==> config.mk <==
export PLATFORM = sky130hd
export DESIGN_NAME = bcd_scan_counter
export DESIGN_NICKNAME = d
export VERILOG_FILES = /design/src/rtl/bcd_scan_counter.sv
export SDC_FILE = /design/constraint.sdc
export NUM_CORES = 1
export LEC_CHECK = 0
export BUFFER_PORTS_ARGS = -buffer_cell sky130_fd_sc_hd__buf_2
export CORE_AREA = 2 2 93 95
export DETAILED_ROUTE_END_ITERATION = 10
export DIE_AREA = 0 0 95 97
export PLACE_DENSITY = 0.84
export SLEW_MARGIN = 20
export SYNTH_ARGS = -nofsm -noshare
export SYNTH_HDL_FRONTEND = slang
export SYNTH_SLANG_ARGS = --single-unit
export TNS_END_PERCENT = 30
==> constraint.sdc <==
create_clock -name clk -period 6.45 [get_ports clk]
set_input_delay 1.29 -clock clk [delete_from_list [all_inputs] [get_ports clk]]
set_output_delay 1.29 -clock clk [all_outputs]
set_load 0.02 [all_outputs]
==> src/rtl/bcd_scan_counter.sv <==
// Purpose : DIGITS-wide BCD up/down counter with a prescaled tick, plus a
//           multiplexed active-low seven-segment scanner for the same count.
// Latency : count/wrap visible one cycle after the tick/clr/load edge; display
//           registers lag the scan index and count by one cycle.
// Backpressure: none; free-running. en holds the count, the scanner never stalls.
//
// Ports:
//   clk, rstn            clock, asynchronous active-low reset
//   en, up, clr, load    run/hold, direction, sync clear, sync parallel load
//   load_val[4*DIGITS]   BCD load value, digit i at [4i+3:4i]
//   dp_in[DIGITS]        per-digit decimal point (active-low)
//   count, wrap          registered BCD count, one-cycle wrap pulse
//   seg_out, dp_out, an  registered segment/dp/anode drives (all active-low)
module bcd_scan_counter #(
    parameter int DIGITS   = 4,
    parameter int TICK_DIV = 100000000,
    parameter int SCAN_DIV = 100000,
    parameter int BLANK_LZ = 1
) (
    input  logic                  clk,
    input  logic                  rstn,
    input  logic                  en,
    input  logic                  up,
    input  logic                  clr,
    input  logic                  load,
    input  logic [4*DIGITS-1:0]   load_val,
    input  logic [DIGITS-1:0]     dp_in,
    output logic [4*DIGITS-1:0]   count,
    output logic                  wrap,
    output logic [6:0]            seg_out,
    output logic                  dp_out,
    output logic [DIGITS-1:0]     an
);

    localparam int PW = $clog2(TICK_DIV);
    localparam int SW = $clog2(SCAN_DIV);
    // A one-digit display still needs a 1-bit index vector.
    localparam int IW = (DIGITS > 1) ? $clog2(DIGITS) : 1;

    localparam logic [PW-1:0] P_LAST = PW'(TICK_DIV - 1);
    localparam logic [SW-1:0] S_LAST = SW'(SCAN_DIV - 1);
    localparam logic [IW-1:0] I_LAST = IW'(DIGITS - 1);

    localparam logic [6:0] SEG_BLANK = 7'h7F;

    function automatic logic [6:0] seg_decode(input logic [3:0] d);
        logic [6:0] s;
        case (d)
            4'd0:    s = 7'h40;
            4'd1:    s = 7'h79;
            4'd2:    s = 7'h24;
            4'd3:    s = 7'h30;
            4'd4:    s = 7'h19;
            4'd5:    s = 7'h12;
            4'd6:    s = 7'h02;
            4'd7:    s = 7'h78;
            4'd8:    s = 7'h00;
            4'd9:    s = 7'h10;
            default: s = SEG_BLANK;
        endcase
        return s;
    endfunction

    // ------------------------------------------------------------------
    // Prescaler and count
    // ------------------------------------------------------------------
    logic [PW-1:0]        presc;
    logic                 tick;
    logic [4*DIGITS-1:0]  inc_val;
    logic [4*DIGITS-1:0]  dec_val;
    logic [4*DIGITS-1:0]  load_sat;
    logic                 all9;
    logic                 all0;
    logic                 carry;
    logic                 borrow;
    logic [3:0]           nib;

    assign tick = en && (presc == P_LAST);

    // Ripple the carry/borrow from digit 0 upward. The count only ever holds
    // legal BCD because loads are saturated, so nib>=9 means exactly 9.
    always_comb begin
        inc_val  = count;
        dec_val  = count;
        load_sat = load_val;
        all9     = 1'b1;
        all0     = 1'b1;
        carry    = 1'b1;
        borrow   = 1'b1;
        nib      = 4'd0;
        for (int i = 0; i < DIGITS; i++) begin
            nib = count[4*i +: 4];
            if (nib != 4'd9) all9 = 1'b0;
            if (nib != 4'd0) all0 = 1'b0;
            if (carry) begin
                if (nib >= 4'd9) begin
                    inc_val[4*i +: 4] = 4'd0;
                end else begin
                    inc_val[4*i +: 4] = nib + 4'd1;
                    carry = 1'b0;
                end
            end
            if (borrow) begin
                if (nib == 4'd0) begin
                    dec_val[4*i +: 4] = 4'd9;
                end else begin
                    dec_val[4*i +: 4] = nib - 4'd1;
                    borrow = 1'b0;
                end
            end
            if (load_val[4*i +: 4] > 4'd9) load_sat[4*i +: 4] = 4'd9;
        end
    end

    always_ff @(posedge clk or negedge rstn) begin
        if (!rstn) begin
            count <= '0;
            presc <= '0;
            wrap  <= 1'b0;
        end else begin
            wrap <= 1'b0;
            if (clr) begin
                count <= '0;
                presc <= '0;
            end else if (load) begin
                count <= load_sat;
                presc <= '0;
            end else if (en) begin
                if (tick) begin
                    presc <= '0;
                    if (up) begin
                        count <= inc_val;
                        wrap  <= all9;
                    end else begin
                        count <= dec_val;
                        wrap  <= all0;
                    end
                end else begin
                    presc <= presc + PW'(1);
                end
            end
        end
    end

    // ------------------------------------------------------------------
    // Scanner: free-running, ignores en/clr/load
    // ------------------------------------------------------------------
    logic [SW-1:0] scan_cnt;
    logic [IW-1:0] idx;

    always_ff @(posedge clk or negedge rstn) begin
        if (!rstn) begin
            scan_cnt <= '0;
            idx      <= '0;
        end else if (scan_cnt == S_LAST) begin
            scan_cnt <= '0;
            idx      <= (idx == I_LAST) ? '0 : idx + IW'(1);
        end else begin
            scan_cnt <= scan_cnt + SW'(1);
        end
    end

    // ------------------------------------------------------------------
    // Display select. Walking from the top digit down, hi_zero records whether
    // every digit at or above i is zero; captured at the lit digit it decides
    // leading-zero blanking.
    // ------------------------------------------------------------------
    logic [3:0]        cur_dig;
    logic              cur_dp;
    logic              cur_lz;
    logic              hi_zero;
    logic              blank;
    logic [DIGITS-1:0] an_nxt;

    always_comb begin
        cur_dig = 4'd0;
        cur_dp  = 1'b1;
        cur_lz  = 1'b0;
        hi_zero = 1'b1;
        an_nxt  = '1;
        for (int i = DIGITS - 1; i >= 0; i--) begin
            if (count[4*i +: 4] != 4'd0) hi_zero = 1'b0;
            if (idx == IW'(i)) begin
                cur_dig   = count[4*i +: 4];
                cur_dp    = dp_in[i];
                cur_lz    = hi_zero;
                an_nxt[i] = 1'b0;
            end
        end
        blank = (BLANK_LZ != 0) && (idx != '0) && cur_lz;
    end

    always_ff @(posedge clk or negedge rstn) begin
        if (!rstn) begin
            seg_out <= SEG_BLANK;
            dp_out  <= 1'b1;
            an      <= '1;
        end else begin
            seg_out <= blank ? SEG_BLANK : seg_decode(cur_dig);
            dp_out  <= cur_dp;
            an      <= an_nxt;
        end
    end

endmodule
==> impl_metrics.tcl <==
set metrics [dict create \
    status "completed" \
    antennaDiodeCount 0 \
    total_power_w 0.00111 \
    crit_path_end_kind "flop" \
    yosysUniqueCellTypes 83 \
    antenna_found_initial 0 \
    hold_violations 0 \
    vias 4379 \
    io_pins 55 \
    cts_sinks 75 \
    synth-main-ff-cell "dfrtp_1" \
    root_buffer "clkbuf_8" \
    grt_overflow 0 \
    fin_skew_ns 0.00997 \
    dieArea_um2 9220 \
    synthArstFlopShare_pct 100 \
    drtIter0Drc 318 \
    syn_avg_cell_area_um2 9.29 \
    power.density_nw_per_um2 199 \
    viasPerCell 6.26 \
    cp.required_ns 6.70 \
    nNetsFinal 640 \
    path_max_fanout 22 \
    max_slew_margin_pct 37.1 \
    port_buffers 54 \
    grt_pass1_wl_um 20300 \
    period_minus_slack_ns 3.19 \
    rr_worst_depth 6 \
    cp.arrival_ns 3.44 \
    slew_viol_final 0 \
    cts_buffer_depth 2 \
    cts_tree "done" \
    seqPwrFrac_pct 47.7 \
    grt_max_degree 76 \
    start_util_pct 62.8 \
    netlist_area_um2 5110 \
    ys_seq_area_share_pct 37.0 \
    grt_pass1_vias 4226 \
    h-tree-depth 3 \
    rsz0062_at_grt "false" \
    p_leak_nw 2.47 \
    finalHoldWorstSlack_ns 0.492 \
    p_sw_w 0.000364 \
    ant_nets 0 \
    synth_seq_cells 75 \
    vdd_ir_drop_max_mv 0.134 \
    drive_gt1_share_pct 19.9 \
    cts_buffers 9 \
    start_kind "input port" \
    p_sw_share_pct 32.9 \
    post_cts_buffers 0 \
    path_class "in -> reg" \
    max_freq_mhz 314 \
    drt-total-wl_um 12400 \
    setup_viol 0 \
    maxCapViolations 0 \
    cts.reportedPaths.clkPinSlew_ns 0.09 \
    combPwrFrac_pct 21.5 \
    gr-usage-all-layers_pct 27.7 \
    final_area_um2 5580 \
    yosysWarnings 0 \
    cts-resized-gates 0 \
    cts_hold_repair.buffers 0 \
    clk_latency_ns 0.36 \
    routedWlPerCell_um 17.8 \
    firstDrtPassIters 6 \
    fin_tns_setup_ns 0 \
    fillers 652 \
    internal_power_w 0.000744 \
    die_w_um 95 \
    gp_congestion 0.938 \
    rows 33 \
    drc 0 \
    hold_depth 1 \
    synth_edf_count 0 \
    min_path_type "reg -> reg" \
    core_area_um2 8130 \
    die_y_um 97 \
    synth_cells 550 \
    clockPowerShare_pct 30.7 \
    fin_crit_sh_pct 49.4 \
    postPlaceCellArea_um2 5400 \
    final_util_pct 68.6 \
    area_growth_pct 9.18 \
    worstMarginPinSlew_ns 0.944 \
    dp_hpwl_um 8720 \
    syn-num-nets 600 \
]
[registers in the layout (all words and copies together), names as in the netlist]
register / count
presc: 27
scan_cnt: 17
count: 16
seg_out: 7
an: 4
idx: 2
dp_out: 1
wrap: 1
[cells in the final DEF, fill, tap and decap left out, drive strengths merged, types with 14 or more instances in the layout]
master / synthesis / routed
buf: 9 / 54
nand3: 14 / 14
inv: 25 / 25
nor2: 55 / 55
nand2: 40 / 40
nand2b: 15 / 15
nand4: 15 / 15
ha: 24 / 24
o21ai: 34 / 34
xor2: 24 / 24
a21oi: 23 / 23
dfrtp: 63 / 63
[logic make-up (layout without fill, tap and decap cells)]
logic type | count (synthesis) | after routing | share of synthesized area, %
mux | 20 | 20 | 4.51
buf+inv | 50 | 94 | 4.04
xor+xnor | 34 | 34 | 5.83
compound gates | 115 | 115 | 15.6
simple gates | 232 | 232 | 27.1
flops | 75 | 75 | 37.0
fa+ha+maj | 24 | 24 | 5.88
[through the flow]
stage,setup slack [ns],cells
after floorplan,3.79,550
after global placement,2.97,684
after detailed placement,2.91,684
after CTS,3.30,699
after global routing,3.13,699
final,3.26,699
[critical path, stage by stage]
cell,delay [ns]
buf_2,0.20
and4_1,0.25
nand4_2,0.16
o21ai_2,0.74
nor3b_4,0.45
mux2_4,0.33
[Yosys cell counts (4+ instances only)]
library cell  number  area [µm²]
o31ai_1            5        37.5
nand3_1           14        70.1
ha_1              24         300
nand4_1           13        81.3
nor2b_1            6        37.5
nor3_1             9        45.0
clkbuf_1          14        52.6
buf_2              8        40.0
xor2_1            24         210
inv_1             25        93.8
nor4b_1            6        52.6
and4_1            11        96.3
and2_1             7        43.8
mux2i_1           11         110
nand3b_1           6        45.0
xnor2_1           10        87.6
o311ai_0           4        35.0
mux2_2             5        56.3
nand2_1           39         146
a21oi_1           21         105
o21a_1             4        30.0
dfstp_2           12         315
nor3b_1            7        52.6
nand2b_1          15        93.8
nor2_1            54         203
o21ai_0           32         160
dfrtp_1           63        1580
a211oi_1           6        45.0
and3_1            12        75.1
[worst paths after layout]
| check | from | endpoint | slack, ns |
|---|---|---|---|
| max in group asynchronous | rstn | scan_cnt[1] | 4.75 |
| worst min register to register | scan_cnt[0] | scan_cnt[0] | 0.49 |
| worst max-delay path | en | count[12] | 3.26 |
| worst max register to register | presc[0] | count[12] | 3.67 |
| worst min-delay path | scan_cnt[0] | scan_cnt[0] | 0.49 |
| min in group asynchronous | rstn | count[2] | 1.05 |
[routing by layer]
metal / track usage, % / vias up / part of all wire (%)
li1: - / 2055 / -
met1: 38.0 / 2139 / 44
met2: 43.5 / 168 / 48
met3: 5.14 / 17 / 6.7
met4: 10.1 / 0 / 1.3
met5: 0 / - / 0
[power groups by stage]
stage | Sequential [W] | Combinational (W) | Clock (W)
final | 0.000529 | 0.000238 | 0.000341
after floorplan | 0.000545 | 0.000146 | 0
after CTS | 0.000528 | 0.000237 | 0.000344
after global routing | 0.000532 | 0.000263 | 0.000365
after global placement | 0.000536 | 0.000230 | 0
after detailed placement | 0.000537 | 0.000236 | 0
[layout make-up]
cell class / instances / area, µm² / share of cell area, %
inverter: 25 / 93.8 / 1.68
tap: 105 / 131 / 2.35
multi-input combinational: 425 / 3010 / 54.0
timing repair buffer: 54 / 273 / 4.89
clock inverter: 4 / 26.3 / 0.471
clock buffer: 11 / 151 / 2.71
sequential: 75 / 1890 / 33.9
Note: power is estimated with default switching activity, not from simulation.
